--- src/rtl/seg_scan_if.sv ---
// Display-pin bundle (anodes + segments) and decoded-result signals for seg_scan_reader.
// The master side drives the pins and receives results; the slave side is the reader.
interface seg_scan_if #(
    parameter int NUM_DIGITS = 4
);
    localparam int IW = (NUM_DIGITS > 1) ? $clog2(NUM_DIGITS) : 1;

    logic [6:0]              seg_in;
    logic [NUM_DIGITS-1:0]   an_in;
    logic [4*NUM_DIGITS-1:0] digits_out;
    logic [NUM_DIGITS-1:0]   valid_out;
    logic                    frame_done;
    logic                    err;
    logic [IW-1:0]           err_digit;

    modport master (
        output seg_in, an_in,
        input  digits_out, valid_out, frame_done, err, err_digit
    );

    modport slave (
        input  seg_in, an_in,
        output digits_out, valid_out, frame_done, err, err_digit
    );
endinterface

--- src/rtl/seg_scan_reader.sv ---
// Recovers BCD digits from a multiplexed 7-segment bus: waits for a stable one-hot scan
// sample, decodes the segment pattern, tracks frame completion and flags illegal patterns.
module seg_scan_reader #(
    parameter int NUM_DIGITS = 4,
    parameter int SETTLE     = 3
) (
    input  logic      clk,
    input  logic      rst_n,
    seg_scan_if.slave bus
);
    localparam int IW = (NUM_DIGITS > 1) ? $clog2(NUM_DIGITS) : 1;
    localparam int SW = NUM_DIGITS + 7;
    localparam logic [4:0] SETTLE_L = 5'(SETTLE);

    typedef enum logic [1:0] {
        ST_IDLE,
        ST_SETTLE,
        ST_HOLD
    } state_t;

    state_t          state_reg, state_next;
    logic [3:0]      cnt_reg, cnt_next;
    logic [4:0]      cnt_inc;
    logic [SW-1:0]   samp;
    logic [SW-1:0]   prev_reg;
    logic            same;
    logic            one_hot;
    logic            capture;

    logic [3:0]            dec_val;
    logic                  dec_legal;
    logic [IW-1:0]         idx;
    logic [NUM_DIGITS-1:0] mask_reg;
    logic [NUM_DIGITS-1:0] mask_set;
    logic                  frame_done_reg;
    logic                  err_reg;
    logic [IW-1:0]         err_digit_reg;

    // The newest sample is compared against the one registered on the previous edge, so
    // pins stable across edges 0..SETTLE produce a capture exactly on edge SETTLE.
    assign samp    = {bus.an_in, bus.seg_in};
    assign same    = (samp == prev_reg);
    assign one_hot = $onehot(bus.an_in);
    assign cnt_inc = {1'b0, cnt_reg} + 5'd1;

    always_ff @(posedge clk) begin
        if (!rst_n) begin
            state_reg <= ST_IDLE;
            cnt_reg   <= 4'd0;
            prev_reg  <= '0;
        end else begin
            state_reg <= state_next;
            cnt_reg   <= cnt_next;
            prev_reg  <= samp;
        end
    end

    always_comb begin
        state_next = state_reg;
        cnt_next   = cnt_reg;
        capture    = 1'b0;
        case (state_reg)
            ST_IDLE: begin
                cnt_next = 4'd0;
                if (one_hot) begin
                    state_next = ST_SETTLE;
                end
            end
            ST_SETTLE: begin
                if (!one_hot) begin
                    state_next = ST_IDLE;
                    cnt_next   = 4'd0;
                end else if (!same) begin
                    cnt_next = 4'd0;
                end else if (cnt_inc == SETTLE_L) begin
                    capture    = 1'b1;
                    state_next = ST_HOLD;
                    cnt_next   = 4'd0;
                end else begin
                    cnt_next = cnt_inc[3:0];
                end
            end
            ST_HOLD: begin
                if (!same) begin
                    cnt_next   = 4'd0;
                    state_next = one_hot ? ST_SETTLE : ST_IDLE;
                end
            end
            default: begin
                state_next = ST_IDLE;
                cnt_next   = 4'd0;
            end
        endcase
    end

    // Segment pattern to BCD; all-dark is a legal blank shown as 4'hF.
    always_comb begin
        dec_val   = 4'hF;
        dec_legal = 1'b1;
        case (bus.seg_in)
            7'b1111110: dec_val = 4'd0;
            7'b0110000: dec_val = 4'd1;
            7'b1101101: dec_val = 4'd2;
            7'b1111001: dec_val = 4'd3;
            7'b0110011: dec_val = 4'd4;
            7'b1011011: dec_val = 4'd5;
            7'b1011111: dec_val = 4'd6;
            7'b1110000: dec_val = 4'd7;
            7'b1111111: dec_val = 4'd8;
            7'b1111011: dec_val = 4'd9;
            7'b0000000: dec_val = 4'hF;
            default:    dec_legal = 1'b0;
        endcase
    end

    always_comb begin
        idx = '0;
        for (int i = 0; i < NUM_DIGITS; i++) begin
            if (bus.an_in[i]) begin
                idx = IW'(i);
            end
        end
    end

    genvar gi;
    generate
        for (gi = 0; gi < NUM_DIGITS; gi++) begin : g_digit
            logic [3:0] digit_reg;
            logic       valid_reg;

            always_ff @(posedge clk) begin
                if (!rst_n) begin
                    digit_reg <= 4'hF;
                    valid_reg <= 1'b0;
                end else if (capture && dec_legal && bus.an_in[gi]) begin
                    digit_reg <= dec_val;
                    valid_reg <= 1'b1;
                end
            end

            assign bus.digits_out[4*gi +: 4] = digit_reg;
            assign bus.valid_out[gi]         = valid_reg;
        end
    endgenerate

    // Capture only fires on a one-hot sample, so OR-ing the anodes sets exactly one bit.
    assign mask_set = mask_reg | bus.an_in;

    always_ff @(posedge clk) begin
        if (!rst_n) begin
            mask_reg       <= '0;
            frame_done_reg <= 1'b0;
            err_reg        <= 1'b0;
            err_digit_reg  <= '0;
        end else begin
            frame_done_reg <= 1'b0;
            err_reg        <= 1'b0;
            if (capture) begin
                if (dec_legal) begin
                    if (&mask_set) begin
                        frame_done_reg <= 1'b1;
                        mask_reg       <= '0;
                    end else begin
                        mask_reg <= mask_set;
                    end
                end else begin
                    err_reg       <= 1'b1;
                    err_digit_reg <= idx;
                end
            end
        end
    end

    assign bus.frame_done = frame_done_reg;
    assign bus.err        = err_reg;
    assign bus.err_digit  = err_digit_reg;
endmodule

--- src/flat_wrapper.sv ---
// flat-port wrapper written by rule: the top's interface ports become plain ports
module seg_scan_reader_flat 
#(
    parameter int NUM_DIGITS = 4,
    parameter int SETTLE     = 3
)
  (clk, rst_n, bus_seg_in, bus_an_in, bus_digits_out, bus_valid_out, bus_frame_done, bus_err, bus_err_digit);
  seg_scan_if #(.NUM_DIGITS(NUM_DIGITS)) bus_i ();
  input  logic clk;
  input  logic rst_n;
  input wire logic [$bits(bus_i.seg_in)-1:0] bus_seg_in;
  input wire logic [$bits(bus_i.an_in)-1:0] bus_an_in;
  output wire logic [$bits(bus_i.digits_out)-1:0] bus_digits_out;
  output wire logic [$bits(bus_i.valid_out)-1:0] bus_valid_out;
  output wire logic [$bits(bus_i.frame_done)-1:0] bus_frame_done;
  output wire logic [$bits(bus_i.err)-1:0] bus_err;
  output wire logic [$bits(bus_i.err_digit)-1:0] bus_err_digit;
  assign bus_i.seg_in = bus_seg_in;
  assign bus_i.an_in = bus_an_in;
  assign bus_digits_out = bus_i.digits_out;
  assign bus_valid_out = bus_i.valid_out;
  assign bus_frame_done = bus_i.frame_done;
  assign bus_err = bus_i.err;
  assign bus_err_digit = bus_i.err_digit;
  seg_scan_reader #(.NUM_DIGITS(NUM_DIGITS), .SETTLE(SETTLE)) u_core (.clk(clk), .rst_n(rst_n), .bus(bus_i));
endmodule
--- config.mk ---
export PLATFORM = sky130hd
export DESIGN_NAME = seg_scan_reader_flat
export DESIGN_NICKNAME = d
export VERILOG_FILES = /design/src/rtl/seg_scan_if.sv /design/src/rtl/seg_scan_reader.sv /design/src/flat_wrapper.sv
export SDC_FILE = /design/constraint.sdc
export NUM_CORES = 1
export LEC_CHECK = 0
export CORE_MARGIN = 2
export CORE_UTILIZATION = 40
export DETAILED_ROUTE_END_ITERATION = 7
export MAX_ROUTING_LAYER = met4
export PLACE_DENSITY = 0.64
export SETUP_SLACK_MARGIN = 0.1
export SLEW_MARGIN = 0
export SYNTH_ARGS = -nofsm -noshare
export SYNTH_HDL_FRONTEND = slang
export SYNTH_SLANG_ARGS = --single-unit
--- constraint.sdc ---
create_clock -name clk -period 4 [get_ports clk]
set_clock_uncertainty 0.1 [all_clocks]
set_input_delay 0.8 -clock clk [delete_from_list [all_inputs] [get_ports clk]]
set_output_delay 0.8 -clock clk [all_outputs]
set_load 0.01 [all_outputs]
### Yosys cells after proc, flatten, opt, wreduce, memory -nomap -nowiden

Index checks and enable logic that the tools add are counted.

| cells by class | value |
|---|---|
| add/subtract/negate cells | 4 |
| eq/ne operators | 19 |
| multiplexer cells | 24 |
| bitwise operators | 2 |
| reduce and logical (&&, ||, !) cells | 14 |

Operators by type and width:

| operator | count |
|---|---|
| $eq A7 B7 Y1 const B | 8 |
| $pmux W4 S10 | 1 |
| $mux W4 | 5 |
| $eq A7 B6 Y1 const B | 2 |
| $mux W2 | 7 |
| $eq A11 B11 Y1 | 1 |
| $reduce_or A11 Y1 | 1 |
| $mux W1 | 9 |
| $pmux W4 S2 | 1 |
| $reduce_and A4 Y1 | 2 |
| $logic_not A7 Y1 | 1 |
| $pmux W2 S3 | 1 |
| $reduce_and A2 Y1 | 3 |
| $add A4 B1 Y5 const B | 1 |
| $eq A5 B2 Y1 const B | 1 |
| $logic_and A1 B1 Y1 | 5 |
| $add A1 B1 Y2 | 2 |
| $or A4 B4 Y4 | 1 |
| $add A3 B3 Y3 | 1 |
| $eq A3 B1 Y1 const B | 1 |
| $ne A3 B2 Y1 const B | 1 |
| $ne A3 B3 Y1 const B | 1 |
| $reduce_and A3 Y1 | 1 |
| $eq A2 B1 Y1 const B | 1 |
| other kinds (5) | 5 |

| word-level totals | value |
|---|---|
| bits in registers | 45 |
| output and inout bits | 24 |

### Logic depth before layout (Yosys ltp)

Gate-level depths: netlist of run 1.

| depth | value |
|---|---|
| depth in word-level cells | 8 |
| mapped depth | 11 |
| depth with buffers taken out | 10 |

### Least setup slack after synthesis of run 1

OpenSTA, ideal clock, no wires.

| timing path | value |
|---|---|
| path type | input -> register |
| from | input bus_an_in[2] |
| to | register u_core.err_digit_reg[0], in the netlist u_core.bus.err_digit[0] |
| setup time | 116 ps |
| arrival | 2894 ps |
| setup slack | 890 ps |
| stages | 11 |
| path buffers | 1 |
| path through | inv_1 -> ha_1 -> ha_1 -> fa_1 -> nor3b_1 -> and3b_1 -> and4_1 -> buf_4 -> nand2_4 -> a2111o_1 -> o211a_1 |

| on the way | value |
|---|---|
| word-level cells in the longest chain between the ends | 6 |
| elaborated cells between the ends (all ways) | 10 |

Ends and longest elaborated chain:

| what | line | text |
|---|---|---|
| start, declared | flat_wrapper.sv:12 | `input wire logic [$bits(bus_i.an_in)-1:0] bus_an_in;` |
| $add A1 B1 Y2 (not written as such) | seg_scan_reader.sv:43 | `assign one_hot = $onehot(bus.an_in);` |
| $add A3 B3 Y3 (not written as such) | seg_scan_reader.sv:43 |  |
| $eq A3 B1 Y1 | seg_scan_reader.sv:43 |  |
| $mux W1 | seg_scan_reader.sv:70 | `if (!one_hot) begin` |
| $mux W1 | seg_scan_reader.sv:62 | `case (state_reg)` |
| $reduce_and A2 Y1 (no source line) | -- |  |
| end signal, assigned | seg_scan_reader.sv:168 | `err_digit_reg <= idx;` |
| end, declared | seg_scan_reader.sv:37 | `logic [IW-1:0] err_digit_reg;` |

Several ways; a longest one is shown, not always the timed one.
A chain may end at the register's enable or synchronous reset.

### Worst setup path after layout of run 1

| timing path | value |
|---|---|
| from | input bus_an_in[2] |
| to | register u_core.mask_reg[2] |

| on the way | value |
|---|---|
| word-level cells in the longest chain between the ends | 6 |
| elaborated cells between the ends (all ways) | 11 |

Ends and longest elaborated chain:

| what | line | text |
|---|---|---|
| $add A1 B1 Y2 (not written as such) | seg_scan_reader.sv:43 |  |
| $add A3 B3 Y3 (not written as such) | seg_scan_reader.sv:43 |  |
| $eq A3 B1 Y1 | seg_scan_reader.sv:43 |  |
| $mux W1 | seg_scan_reader.sv:70 |  |
| $mux W1 | seg_scan_reader.sv:62 |  |
| $reduce_and A2 Y1 (no source line) | -- |  |
| end signal, assigned | seg_scan_reader.sv:164 | `mask_reg <= mask_set;` |
| end, declared | seg_scan_reader.sv:33 | `logic [NUM_DIGITS-1:0] mask_reg;` |

Several ways; a longest one is shown, not always the timed one.

==> impl_metrics.json, run 1 <==
{
  "rsz0062_at_grt": "no",
  "cts_sinks": 45,
  "synth_ff_type": "dfxtp_1",
  "hold_buffers": 0,
  "busiest_layer": "met2",
  "worst_pin_slew_ns": 0.654,
  "grt_first_pass_wirelength_um": 7780,
  "drv_cap": 0,
  "use_met1": 0.202,
  "grtUsageTotal": 0.162,
  "grt_util_met2": 0.258,
  "cp_common_cell": "ha_1",
  "met3_usage": 0.0416,
  "grt_pass1_vias": 1669,
  "slowest_delay_ns": 0.49,
  "fin_ws_ns": 0.577,
  "cts-root-buf": "clkbuf_8",
  "vias": 1728,
  "clkLatencyLatePin_ns": 0.30,
  "synth_cells": 233,
  "clock_path_buffers": 2,
  "drive_gt1_frac": 0.103,
  "ant_nets": 0,
  "dp_hpwl_um": 3420,
  "num-nets-final": 281,
  "setup_viol": 0,
  "cts.htree.levels": 2,
  "fmax_mhz": 292,
  "chipHeight_um": 80.3,
  "synth_edf_count": 0,
  "period_share": 0.856,
  "drt_iter0_markers": 68,
  "critPathSlowestCell": "clkdlybuf4s50_1",
  "grt-ovfl-total": 0,
  "power.total_w": 0.000886,
  "fp.coreArea_mm2": 0.00557,
  "placed_cell_area_mm2": 0.00266,
  "cp.arrival_ns": 3.52,
  "critical_path_class": "primary input to flip-flop",
  "drv_slew": 0,
  "port_buffers": 36,
  "die_w_um": 80.3,
  "avgViaCountPerCell": 5.17,
  "synth.area.top_cells": "dfxtp_1, mux2i_1, nor2_1",
  "placedCellCount": 326,
  "synth_seq_cells": 45,
  "largest_register_ffs": 16,
  "crit_path_cell_trace": "clkdlybuf4s50_1, inv_1, ha_1, ha_1, fa_1, nor3b_1, and3b_1, and4_1, nand2_4, o31ai_4, o21ba_1",
  "crit_fanout": 6,
  "clk_pin_slew_ns": 0.08,
  "mappedNetlistArea_mm2": 0.00233,
  "diodes": 0,
  "die_area_mm2": 0.00644,
  "n_fill_cell": 543,
  "p_per_area_mw_per_mm2": 320,
  "cts_buffers": 5,
  "ir_worst_vdd_v": 0.000167,
  "seq_area_frac_synth": 0.387,
  "cts_tree": "built",
  "syn_avg_cell_area_um2": 9.99,
  "fin_area_mm2": 0.00277,
  "relSlewSlack": 0.560,
  "syn_nets": 253,
  "grt_max_degree": 22,
  "min_path_type": "flip-flop to flip-flop",
  "fin_crit_ns": 3.42,
  "cts.repair.resized": 0,
  "drt-total-wl_um": 4700,
  "worstPathRequired_ns": 4.09,
  "leakage_nw": 1.08,
  "yosys.area.top_type": "dfxtp_1",
  "antenna_found_initial": 0,
  "ys_warn_count": 0,
  "initial_core_util": 0.418,
  "dr.pass1.iters": 4,
  "status": "completed",
  "cp-end-kind": "flip-flop",
  "synthDistinctLibCells": 58,
  "synthArstFlopShare": 0,
  "fin_tns_setup_ns": 0,
  "pre_cts_ws_ns": 0.268,
  "synthToLayoutAreaGrowth_pct": 18.9,
  "worstSetupStartpointType": "primary input",
  "gp_congestion": 0.781,
  "hold_viol": 0,
  "drcViolationCount": 0,
  "synth_top_area_frac": 0.387,
  "final_cell_count_no_fill": 334,
  "ios": 37,
  "post_cts_buffers": 0,
  "avgRoutedWirePerCell_um": 14.1,
  "rows": 27
}
cell usage in the layout, fill, tap and decap left out, drive strengths merged, types with 2 or more instances in the layout:
master          n
nor4            5
o21a            5
a21oi           5
and4            7
clkdlybuf4s50  36
and2            9
nand2           7
mux2i          16
nor3b           3
o22a            2
buf             7
o211a           2
and3            3
nand2b          2
o22ai           2
nor3            3
nand4b          2
nand3           4
xnor2           3
clkinv          2
dfxtp          45
xor2           11
ha              6
clkbuf          6
o21ba           5
or3b            2
nand3b          5
o21ai           5
nor2           27
inv             5
power by group:
group	internal, W	switching [W]
logic	0.0000398	0.0000486
registers	0.000455	0.00000345
clock network	0.000188	0.000152
total	0.000682	0.000204
Yosys cell counts (2+ instances only):
master,instances
nand3_1,4
clkbuf_1,5
buf_6,8
and3_1,3
inv_1,5
o21ai_1,2
dfxtp_1,45
nand4b_1,2
and2_1,9
nand3b_1,5
o21a_1,5
o21ai_0,3
nor3b_1,3
o22ai_1,2
or3b_1,2
and4_4,4
a21oi_1,4
o22a_1,2
and4_1,3
nand2_1,6
o21ba_1,4
xor2_1,11
buf_4,8
nor2_1,26
ha_1,6
nor3_1,3
nand2b_1,2
o211a_1,2
xnor2_1,3
nor4_1,3
mux2i_1,16
per-layer routing:
metal | share of wire | vias to the layer above
met2 | 0.48 | 31
met5 | 0 | -
met4 | 0.011 | 0
met3 | 0.034 | 6
met1 | 0.48 | 825
li1 | - | 866
logic make-up after synthesis:
logic type,count (synthesis),synth area share
buffers and inverters,28,0.0844
flip-flops,45,0.387
multiplexers,17,0.0737
AND/OR/NAND/NOR,86,0.233
AO/OA/AOI/OAI,36,0.128
adder cells (fa/ha/maj),7,0.0409
XOR/XNOR,14,0.0527
worst paths after layout:
| check | startpoint | end | cells after the start | slack, ns |
|---|---|---|---|---|
| max | bus_an_in[2] | u_core.mask_reg[2] | 11 | 0.58 |
| min reg2reg | u_core.g_digit[0].valid_reg | u_core.g_digit[0].valid_reg | 1 | 0.37 |
| max reg2reg | u_core.cnt_reg[1] | u_core.mask_reg[2] | 6 | 2.06 |
| min | u_core.g_digit[0].valid_reg | u_core.g_digit[0].valid_reg | 1 | 0.37 |
through the flow:
step / utilization / hold slack (ns)
final: 0.497 / 0.369
after CTS: 0.497 / 0.376
after global routing: 0.497 / 0.394
after global placement: 0.477 / 0.350
after detailed placement: 0.477 / 0.357
after floorplan: - / 0.342
worst max-delay path: cells and delay by family:
| family | cells | cell delay (ns) |
|---|---|---|
| compound gates | 2 | 0.45 |
| fa+ha+maj | 3 | 0.92 |
| buf+inv | 2 | 0.57 |
| simple gates | 4 | 0.78 |
area by class of cell:
| cell class | count | area [um2] | area share |
|---|---|---|---|
| clock buffer | 6 | 72.6 | 0.0262 |
| inverter | 6 | 22.5 | 0.00814 |
| multi-input combinational | 160 | 1230 | 0.444 |
| timing repair buffer | 43 | 413 | 0.149 |
| tap | 72 | 90.1 | 0.0325 |
| sequential | 45 | 901 | 0.325 |
| clock inverter | 2 | 38.8 | 0.0140 |
Note: power is estimated with default switching activity, not from simulation.
==> run 2: changes to the inputs <==
--- a/config.mk
+++ b/config.mk
@@ -8,6 +8,7 @@
 export CORE_MARGIN = 2
 export CORE_UTILIZATION = 40
 export DETAILED_ROUTE_END_ITERATION = 7
+export GPL_TIMING_DRIVEN = 0
 export MAX_ROUTING_LAYER = met4
 export PLACE_DENSITY = 0.64
 export SETUP_SLACK_MARGIN = 0.1
==> impl_metrics.json, run 2 (synthesis results as in run 1) <==
{
  "worst_pin_slew_ns": 0.711,
  "min_path_type": "flip-flop to flip-flop",
  "clkLatencyLatePin_ns": 0.30,
  "grt_first_pass_wirelength_um": 7900,
  "fmax_mhz": 271,
  "period_share": 0.924,
  "ir_worst_vdd_v": 0.000130,
  "ios": 37,
  "worstSetupStartpointType": "primary input",
  "cts_sinks": 45,
  "gp_congestion": 0.838,
  "drt_iter0_markers": 43,
  "grt-ovfl-total": 0,
  "busiest_layer": "met2",
  "cts.repair.resized": 0,
  "avgViaCountPerCell": 5.05,
  "drive_gt1_frac": 0.138,
  "ant_nets": 0,
  "fp.coreArea_mm2": 0.00557,
  "power.total_w": 0.000831,
  "dr.pass1.iters": 4,
  "drv_cap": 0,
  "cts-root-buf": "clkbuf_8",
  "status": "completed",
  "die_w_um": 80.3,
  "avgRoutedWirePerCell_um": 13.5,
  "die_area_mm2": 0.00644,
  "hold_buffers": 0,
  "num-nets-final": 294,
  "chipHeight_um": 80.3,
  "final_cell_count_no_fill": 347,
  "vias": 1751,
  "drt-total-wl_um": 4680,
  "use_met1": 0.204,
  "final_cell_mix": "dfxtp_1, clkdlybuf4s50_1, nor2_1",
  "initial_core_util": 0.418,
  "worstPathRequired_ns": 4.09,
  "setup_viol": 0,
  "crit_fanout": 7,
  "relSlewSlack": 0.522,
  "multi_input_area_mm2": 0.00123,
  "dp_hpwl_um": 3520,
  "regArea_um2": 901,
  "cts_buffers": 5,
  "post_cts_buffers": 0,
  "grt_pass1_vias": 1688,
  "grt_util_met2": 0.266,
  "leakage_nw": 1.13,
  "fin_util": 0.511,
  "fin_crit_ns": 3.69,
  "rsz0062_at_grt": "no",
  "drcViolationCount": 0,
  "cp-end-kind": "flip-flop",
  "clock_path_buffers": 2,
  "rows": 27,
  "n_fill_cell": 548,
  "clk_pin_slew_ns": 0.09,
  "placedCellCount": 339,
  "synthToLayoutAreaGrowth_pct": 22.4,
  "hold_viol": 0,
  "critical_path_class": "primary input to flip-flop",
  "final_common_cell": "dfxtp_1",
  "met3_usage": 0.0303,
  "diodes": 0,
  "drv_slew": 0,
  "cts.htree.levels": 2,
  "grtUsageTotal": 0.162,
  "grt_max_degree": 16,
  "cts_tree": "built",
  "largest_register_ffs": 16,
  "cp.arrival_ns": 3.78,
  "port_buffers": 34,
  "antenna_found_initial": 0,
  "p_per_area_mw_per_mm2": 292
}
run 2: cell types whose count changed in the layout (fill, tap and decap cells not counted):
| cell | delta |
|---|---|
| buf_2 | +1 |
| buf_4 | +1 |
| buf_6 | +8 |
| bufinv_16 | -1 |
| clkbuf_1 | +4 |
| clkdlybuf4s50_1 | -2 |
| clkinv_2 | +1 |
| clkinv_4 | -1 |
| clkinvlp_4 | +1 |
| inv_6 | +1 |
run 2: per-layer routing:
metal	up-vias	wire length, um
met5	-	0
met4	0	33
met3	2	133
met2	34	2250
met1	817	2260
li1	898	-
run 2: layout make-up:
| cell class | instances | share of cell area |
|---|---|---|
| Multi-Input combinational cell | 160 | 0.432 |
| Tap cell | 72 | 0.0316 |
| Clock inverter | 3 | 0.00747 |
| Sequential cell | 45 | 0.316 |
| Buffer | 22 | 0.0611 |
| Clock buffer | 5 | 0.0242 |
| Inverter | 6 | 0.00791 |
| Timing Repair Buffer | 34 | 0.120 |
run 2: where the power goes:
part	switching [W]	total (W)	internal (W)
Clock	0.000158	0.000282	0.000124
Combinational	0.0000497	0.0000912	0.0000415
Sequential	0.00000314	0.000458	0.000455
Total	0.000210	0.000831	0.000620
run 2: worst paths after layout:
kind | slack (ns) | start | cells after the start | end
min reg2reg | 0.37 | u_core.g_digit[3].valid_reg | 1 | u_core.g_digit[3].valid_reg
max | 0.31 | bus_an_in[2] | 12 | u_core.mask_reg[1]
max reg2reg | 1.95 | u_core.cnt_reg[1] | 7 | u_core.mask_reg[1]
min | 0.37 | u_core.g_digit[3].valid_reg | 1 | u_core.g_digit[3].valid_reg
run 2: metrics by stage:
step | setup TNS (ns) | worst slack [ns] | cell area (um2) | hold slack [ns]
floorplan | 0 | 0.890 | 2330 | 0.342
global placement | 0 | 0.0214 | 2760 | 0.352
detailed placement | -0.0580 | -0.0211 | 2760 | 0.361
CTS | 0 | 0.299 | 2850 | 0.382
global route | 0 | 0.107 | 2850 | 0.408
finish | 0 | 0.305 | 2850 | 0.373
run 2: critical path, stage by stage:
cell and delay (ns):
clkdlybuf4s50_1 0.59, inv_1 0.12, ha_1 0.31, ha_1 0.19
fa_1 0.43, nor3b_1 0.25, and3b_1 0.21, and4_1 0.19
buf_4 0.16, nand2_4 0.09, o31ai_4 0.27, o21ba_1 0.18
